$ cat config.mk
export PLATFORM = sky130hd
export DESIGN_NAME = switch_debouncer
export DESIGN_NICKNAME = d
export VERILOG_FILES = /design/src/rtl/switch_debouncer_pkg.sv /design/src/rtl/switch_debouncer_channel.sv /design/src/rtl/switch_debouncer.sv
export SDC_FILE = /design/constraint.sdc
export NUM_CORES = 1
export LEC_CHECK = 0
export BUFFER_PORTS_ARGS = -buffer_cell sky130_fd_sc_hd__buf_2
export CAP_MARGIN = 15
export CORE_MARGIN = 1
export CORE_UTILIZATION = 30
export CTS_BUF_LIST = sky130_fd_sc_hd__clkbuf_8
export CTS_CLUSTER_SIZE = 12
export DETAILED_ROUTE_END_ITERATION = 16
export GPL_TIMING_DRIVEN = 1
export PLACE_DENSITY_LB_ADDON = 0.05
export SLEW_MARGIN = 10
export SYNTH_ARGS = -nofsm -noshare
export SYNTH_HDL_FRONTEND = slang
export SYNTH_SLANG_ARGS = --single-unit
export TNS_END_PERCENT = 20
$ cat constraint.sdc
create_clock -name clk -period 7.5 [get_ports clk]
set_input_delay 0.75 -clock clk [delete_from_list [all_inputs] [get_ports clk]]
set_output_delay 0.75 -clock clk [all_outputs]
set_load 0.05 [all_outputs]
$ cat src/rtl/switch_debouncer_pkg.sv
// Shared timing constants for the jackpot game input path.
// Switch count, debounce window and board clock frequency.
package switch_debouncer_pkg;

  localparam int unsigned CLK_HZ = 50_000_000;
  localparam int unsigned N_DEF = 4;
  // 20 ms at the board clock
  localparam int unsigned DEBOUNCE_CYCLES_DEF =
    CLK_HZ / 50;

endpackage

$ cat src/rtl/switch_debouncer_channel.sv
// One switch channel: 2-flop sync, debounce counter,
// stable level, rise/fall pulses.
// Ports:
//   clk, rst    clock, async active-high reset
//   raw_i       raw pin
//   stable_o    debounced level
//   rise_o      1-cycle pulse on stable 0->1
//   fall_o      1-cycle pulse on stable 1->0
module debounce_channel
  import switch_debouncer_pkg::*;
#(
  parameter int unsigned DEBOUNCE_CYCLES =
    DEBOUNCE_CYCLES_DEF,
  parameter int unsigned CNT_W =
    $clog2(DEBOUNCE_CYCLES)
) (
  input  logic clk,
  input  logic rst,
  input  logic raw_i,
  output logic stable_o,
  output logic rise_o,
  output logic fall_o
);

  localparam logic [CNT_W-1:0] CNT_MAX =
    CNT_W'(DEBOUNCE_CYCLES - 1);

  logic s1_q;
  logic s2_q;
  logic stable_q, stable_d;
  logic rise_q, rise_d;
  logic fall_q, fall_d;
  logic [CNT_W-1:0] cnt_q, cnt_d;

  always_comb begin
    stable_d = stable_q;
    cnt_d    = cnt_q;
    rise_d   = 1'b0;
    fall_d   = 1'b0;
    if (s2_q == stable_q) begin
      cnt_d = '0;
    end else if (cnt_q == CNT_MAX) begin
      stable_d = s2_q;
      cnt_d    = '0;
      rise_d   = s2_q;
      fall_d   = ~s2_q;
    end else begin
      cnt_d = cnt_q + 1'b1;
    end
  end

  always_ff @(posedge clk or posedge rst) begin
    if (rst) begin
      s1_q     <= 1'b0;
      s2_q     <= 1'b0;
      stable_q <= 1'b0;
      rise_q   <= 1'b0;
      fall_q   <= 1'b0;
      cnt_q    <= '0;
    end else begin
      s1_q     <= raw_i;
      s2_q     <= s1_q;
      stable_q <= stable_d;
      rise_q   <= rise_d;
      fall_q   <= fall_d;
      cnt_q    <= cnt_d;
    end
  end

  assign stable_o = stable_q;
  assign rise_o   = rise_q;
  assign fall_o   = fall_q;

endmodule

$ cat src/rtl/switch_debouncer.sv
// Debounces the game switches and captures press events
// behind a valid/ack handshake with a sticky overrun flag.
// Ports:
//   clk, rst     clock, async active-high reset
//   sw_raw       raw switch pins
//   sw_stable    debounced levels
//   sw_rise/fall 1-cycle edge pulses per channel
//   sw_onehot    exactly one stable switch set
//   evt_valid    press event held in evt_data
//   evt_data     sw_stable snapshot at the press
//   evt_ack      consumer acknowledge
//   evt_overrun  sticky: a press event was dropped
module switch_debouncer
  import switch_debouncer_pkg::*;
#(
  parameter int unsigned N = N_DEF,
  parameter int unsigned DEBOUNCE_CYCLES =
    DEBOUNCE_CYCLES_DEF,
  parameter int unsigned CNT_W =
    $clog2(DEBOUNCE_CYCLES)
) (
  input  logic         clk,
  input  logic         rst,
  input  logic [N-1:0] sw_raw,
  output logic [N-1:0] sw_stable,
  output logic [N-1:0] sw_rise,
  output logic [N-1:0] sw_fall,
  output logic         sw_onehot,
  output logic         evt_valid,
  output logic [N-1:0] evt_data,
  input  logic         evt_ack,
  output logic         evt_overrun
);

  for (genvar i = 0; i < N; i++) begin : g_ch
    debounce_channel #(
      .DEBOUNCE_CYCLES(DEBOUNCE_CYCLES),
      .CNT_W          (CNT_W)
    ) u_ch (
      .clk     (clk),
      .rst     (rst),
      .raw_i   (sw_raw[i]),
      .stable_o(sw_stable[i]),
      .rise_o  (sw_rise[i]),
      .fall_o  (sw_fall[i])
    );
  end

  assign sw_onehot = ($countones(sw_stable) == 1);

  logic         valid_q, valid_d;
  logic [N-1:0] data_q, data_d;
  logic         ovr_q, ovr_d;
  logic         press;

  assign press = |sw_rise;

  // An ack coinciding with a new press frees the slot,
  // so the new press is taken rather than dropped.
  always_comb begin
    valid_d = valid_q;
    data_d  = data_q;
    ovr_d   = ovr_q;
    if (press) begin
      if (!valid_q || evt_ack) begin
        valid_d = 1'b1;
        data_d  = sw_stable;
      end else begin
        ovr_d = 1'b1;
      end
    end else if (evt_ack) begin
      valid_d = 1'b0;
    end
  end

  always_ff @(posedge clk or posedge rst) begin
    if (rst) begin
      valid_q <= 1'b0;
      data_q  <= '0;
      ovr_q   <= 1'b0;
    end else begin
      valid_q <= valid_d;
      data_q  <= data_d;
      ovr_q   <= ovr_d;
    end
  end

  assign evt_valid   = valid_q;
  assign evt_data    = data_q;
  assign evt_overrun = ovr_q;

endmodule

==> results_dict.tcl <==
set metrics [dict create \
    finalHoldViolCount 0 \
    vias 3486 \
    setup_viol 0 \
    h-tree-depth 3 \
    clk_latency_ps 380 \
    nets 521 \
    syn_area_sq_um 5000 \
    setup_ws_ps 4250 \
    synthMuxAreaShare_pct 2.28 \
    wire_per_inst_um 14.5 \
    finalPower_mw 1.02 \
    num_rows 46 \
    synthSimpleGateAreaFrac_pct 24.2 \
    final_cell_mix "dfrtp_1, nor2_1, xnor2_1" \
    die_w_um 131 \
    synth_fa_ha_area_share_pct 1.90 \
    ios 26 \
    antenna_found_initial 0 \
    synth_ff_type "dfrtp_1" \
    routed_via_density 4.79 \
    required_ps 6750 \
    hold_path.class "reg2reg" \
    cts_buffers 9 \
    clk_pin_slew_ps 110 \
    synth_top_family_by_area "simple AND/OR/NAND/NOR gates" \
    slew_violations 0 \
    grt_overflow 0 \
    synth_compound_area_share_pct 4.88 \
    ys_ff_latch 106 \
    p_leak_nw 2.29 \
    syn-num-nets 499 \
    detail_route.iter0.violations 175 \
    dieArea_sq_um 17200 \
    cp_max_fo 6 \
    arrival_ps 2500 \
    post-place-ws_ps 4660 \
    max-slew-margin-rel_pct 42.8 \
    min_period_ps 3250 \
    clk_path_buf_depth 2 \
    syn_avg_cell_area_sq_um 10.3 \
    groute.usage.overall_pct 13.4 \
    layout-drive-gt1-share_pct 11.3 \
    cts_root_buf "clkbuf_8" \
    first_pass_iters 4 \
    worstSetupEndpointType "output pin" \
    timing.fmax_mhz 307 \
    cts_sinks 106 \
    yosys_warnings 0 \
    seq_area_frac_synth_pct 53.0 \
    core_sq_um 16100 \
    synth.distinct_cells 44 \
    grt_max_degree 68 \
    synth_cells 485 \
    cts_hold_buf 0 \
    skew_ps 9.98 \
    synthToLayoutAreaGrowth_pct 10.8 \
    hpwlAfterDp_um 7250 \
    start_util_pct 31.1 \
    power_density_nw_per_um2 185 \
    cts_tree "done" \
    final_common_cell "dfrtp_1" \
    ir_worst_vdd_uv 71.4 \
    worstMarginPinSlew_ps 858 \
    tns_ps 0 \
    drv_cap 0 \
    critical_path.startpoint_type "register" \
    rsz0062_at_grt "false" \
    post-route-util_pct 34.5 \
    port_buffers 25 \
    synthXorXnorAreaFrac_pct 10.2 \
    critPathKind "reg2out" \
    fin_crit_sh_pct 43.4 \
    die_y_um 131 \
    grt_first_pass_wirelength_um 18300 \
    outcome "complete, no violations" \
    post_cts_buffers 0 \
    cts_resized 0 \
    wirelength_um 10600 \
    place_congestion 0.745 \
    synth_edf_count 0 \
    insertedDiodeCount 0 \
    drtAntennaViolNets 0 \
    grt_pass1_vias 3560 \
    async_flop_share_pct 100 \
    route.detailed.drc 0 \
]
==> metal layers <==
metal / up-vias / track usage (%) / routed length [um]
met4: 0 / 3.33 / 99
met1: 1715 / 18.7 / 5590
met5: - / 0 / 0
met2: 32 / 20.4 / 4590
met3: 7 / 3.90 / 302
li1: 1732 / - / -
==> cells in the mapped netlist (2+ instances only) <==
| master | instances | area [sq um] |
|---|---|---|
| xnor2_1 | 44 | 385 |
| a21oi_1 | 12 | 60.1 |
| o2111a_1 | 2 | 22.5 |
| or4_1 | 4 | 30.0 |
| mux2_2 | 7 | 78.8 |
| inv_1 | 17 | 63.8 |
| o31ai_2 | 2 | 25.0 |
| o31ai_1 | 2 | 15.0 |
| and2_1 | 5 | 31.3 |
| clkbuf_1 | 5 | 18.8 |
| ha_1 | 6 | 75.1 |
| o221ai_1 | 4 | 35.0 |
| nand4b_1 | 5 | 43.8 |
| nand2_1 | 22 | 82.6 |
| a211oi_1 | 2 | 15.0 |
| nand3_1 | 20 | 100 |
| xor2_1 | 14 | 123 |
| nor3_1 | 17 | 85.1 |
| nand4_1 | 22 | 138 |
| dfrtp_1 | 106 | 2650 |
| mux2i_1 | 2 | 20.0 |
| nor2_1 | 76 | 285 |
| o21ai_0 | 10 | 50.1 |
| nor3b_1 | 6 | 45.0 |
| and4_1 | 2 | 17.5 |
| buf_4 | 12 | 90.1 |
| or3_1 | 11 | 68.8 |
| and3_1 | 14 | 87.6 |
| nor4_1 | 19 | 119 |
==> registers in the layout, indices dropped and copies added (netlist names), 4 cells and up <==
register and count:
g_ch.u_ch.s1_q 4, g_ch.u_ch.s2_q 4, g_ch.u_ch.stable_o 4, g_ch.u_ch.rise_o 4
g_ch.u_ch.fall_o 4, g_ch.u_ch.cnt_q 80, evt_data 4
==> layout make-up <==
cell class,instances,area [sq um]
inverter,17,66.3
fill,1646,10500
clock inverter,6,88.8
clock buffer,10,138
timing repair buffer,29,155
sequential,106,2650
multi-input combinational,344,2170
tap,216,270
==> power by group <==
group	leakage [nW]	switching, mW	internal (mW)
clock network	0.115	0.209	0.199
registers	1.45	0.00661	0.578
logic	0.725	0.0229	0.00902
==> worst max-delay path: stages, from the launching register on <==
cell	delay (ps)
dfrtp_1	450
inv_1	100
fa_1	530
inv_1	50
ha_1	190
ha_1	260
nor3b_1	230
buf_2	310
==> metrics by stage <==
step,hold WS [ps],cells,cell area (sq um)
2_1_floorplan,331,485,5000
3_3_place_gp,334,712,5320
3_5_place_dp,336,712,5320
4_1_cts,361,728,5540
5_1_grt,364,728,5540
6_report,356,728,5540
==> worst paths after layout <==
check / start / to / slack (ps) / cells after the start
worst max-delay path: g_ch[0].u_ch.stable_o$_DFFE_PP0P_ / sw_onehot / 4250 / 7
worst min-delay path: g_ch[2].u_ch.s1_q$_DFF_PP0_ / g_ch[2].u_ch.s2_q$_DFF_PP0_ / 360 / 0
worst max register to register: g_ch[1].u_ch.cnt_q[12]$_DFF_PP0_ / g_ch[1].u_ch.cnt_q[14]$_DFF_PP0_ / 5120 / 4
worst min register to register: g_ch[2].u_ch.s1_q$_DFF_PP0_ / g_ch[2].u_ch.s2_q$_DFF_PP0_ / 360 / 0
max in group asynchronous: rst / g_ch[2].u_ch.cnt_q[15]$_DFF_PP0_ / 5870 / 3
min in group asynchronous: rst / g_ch[3].u_ch.cnt_q[16]$_DFF_PP0_ / 390 / 2
==> cell families (layout without fill, tap and decap cells) <==
family / count (synthesis) / in the layout
simple gates: 232 / 232
flops: 106 / 106
xor+xnor: 58 / 58
compound gates: 37 / 37
buf+inv: 35 / 62
mux: 10 / 10
fa+ha+maj: 7 / 7
(Power assumes the default switching activity.)
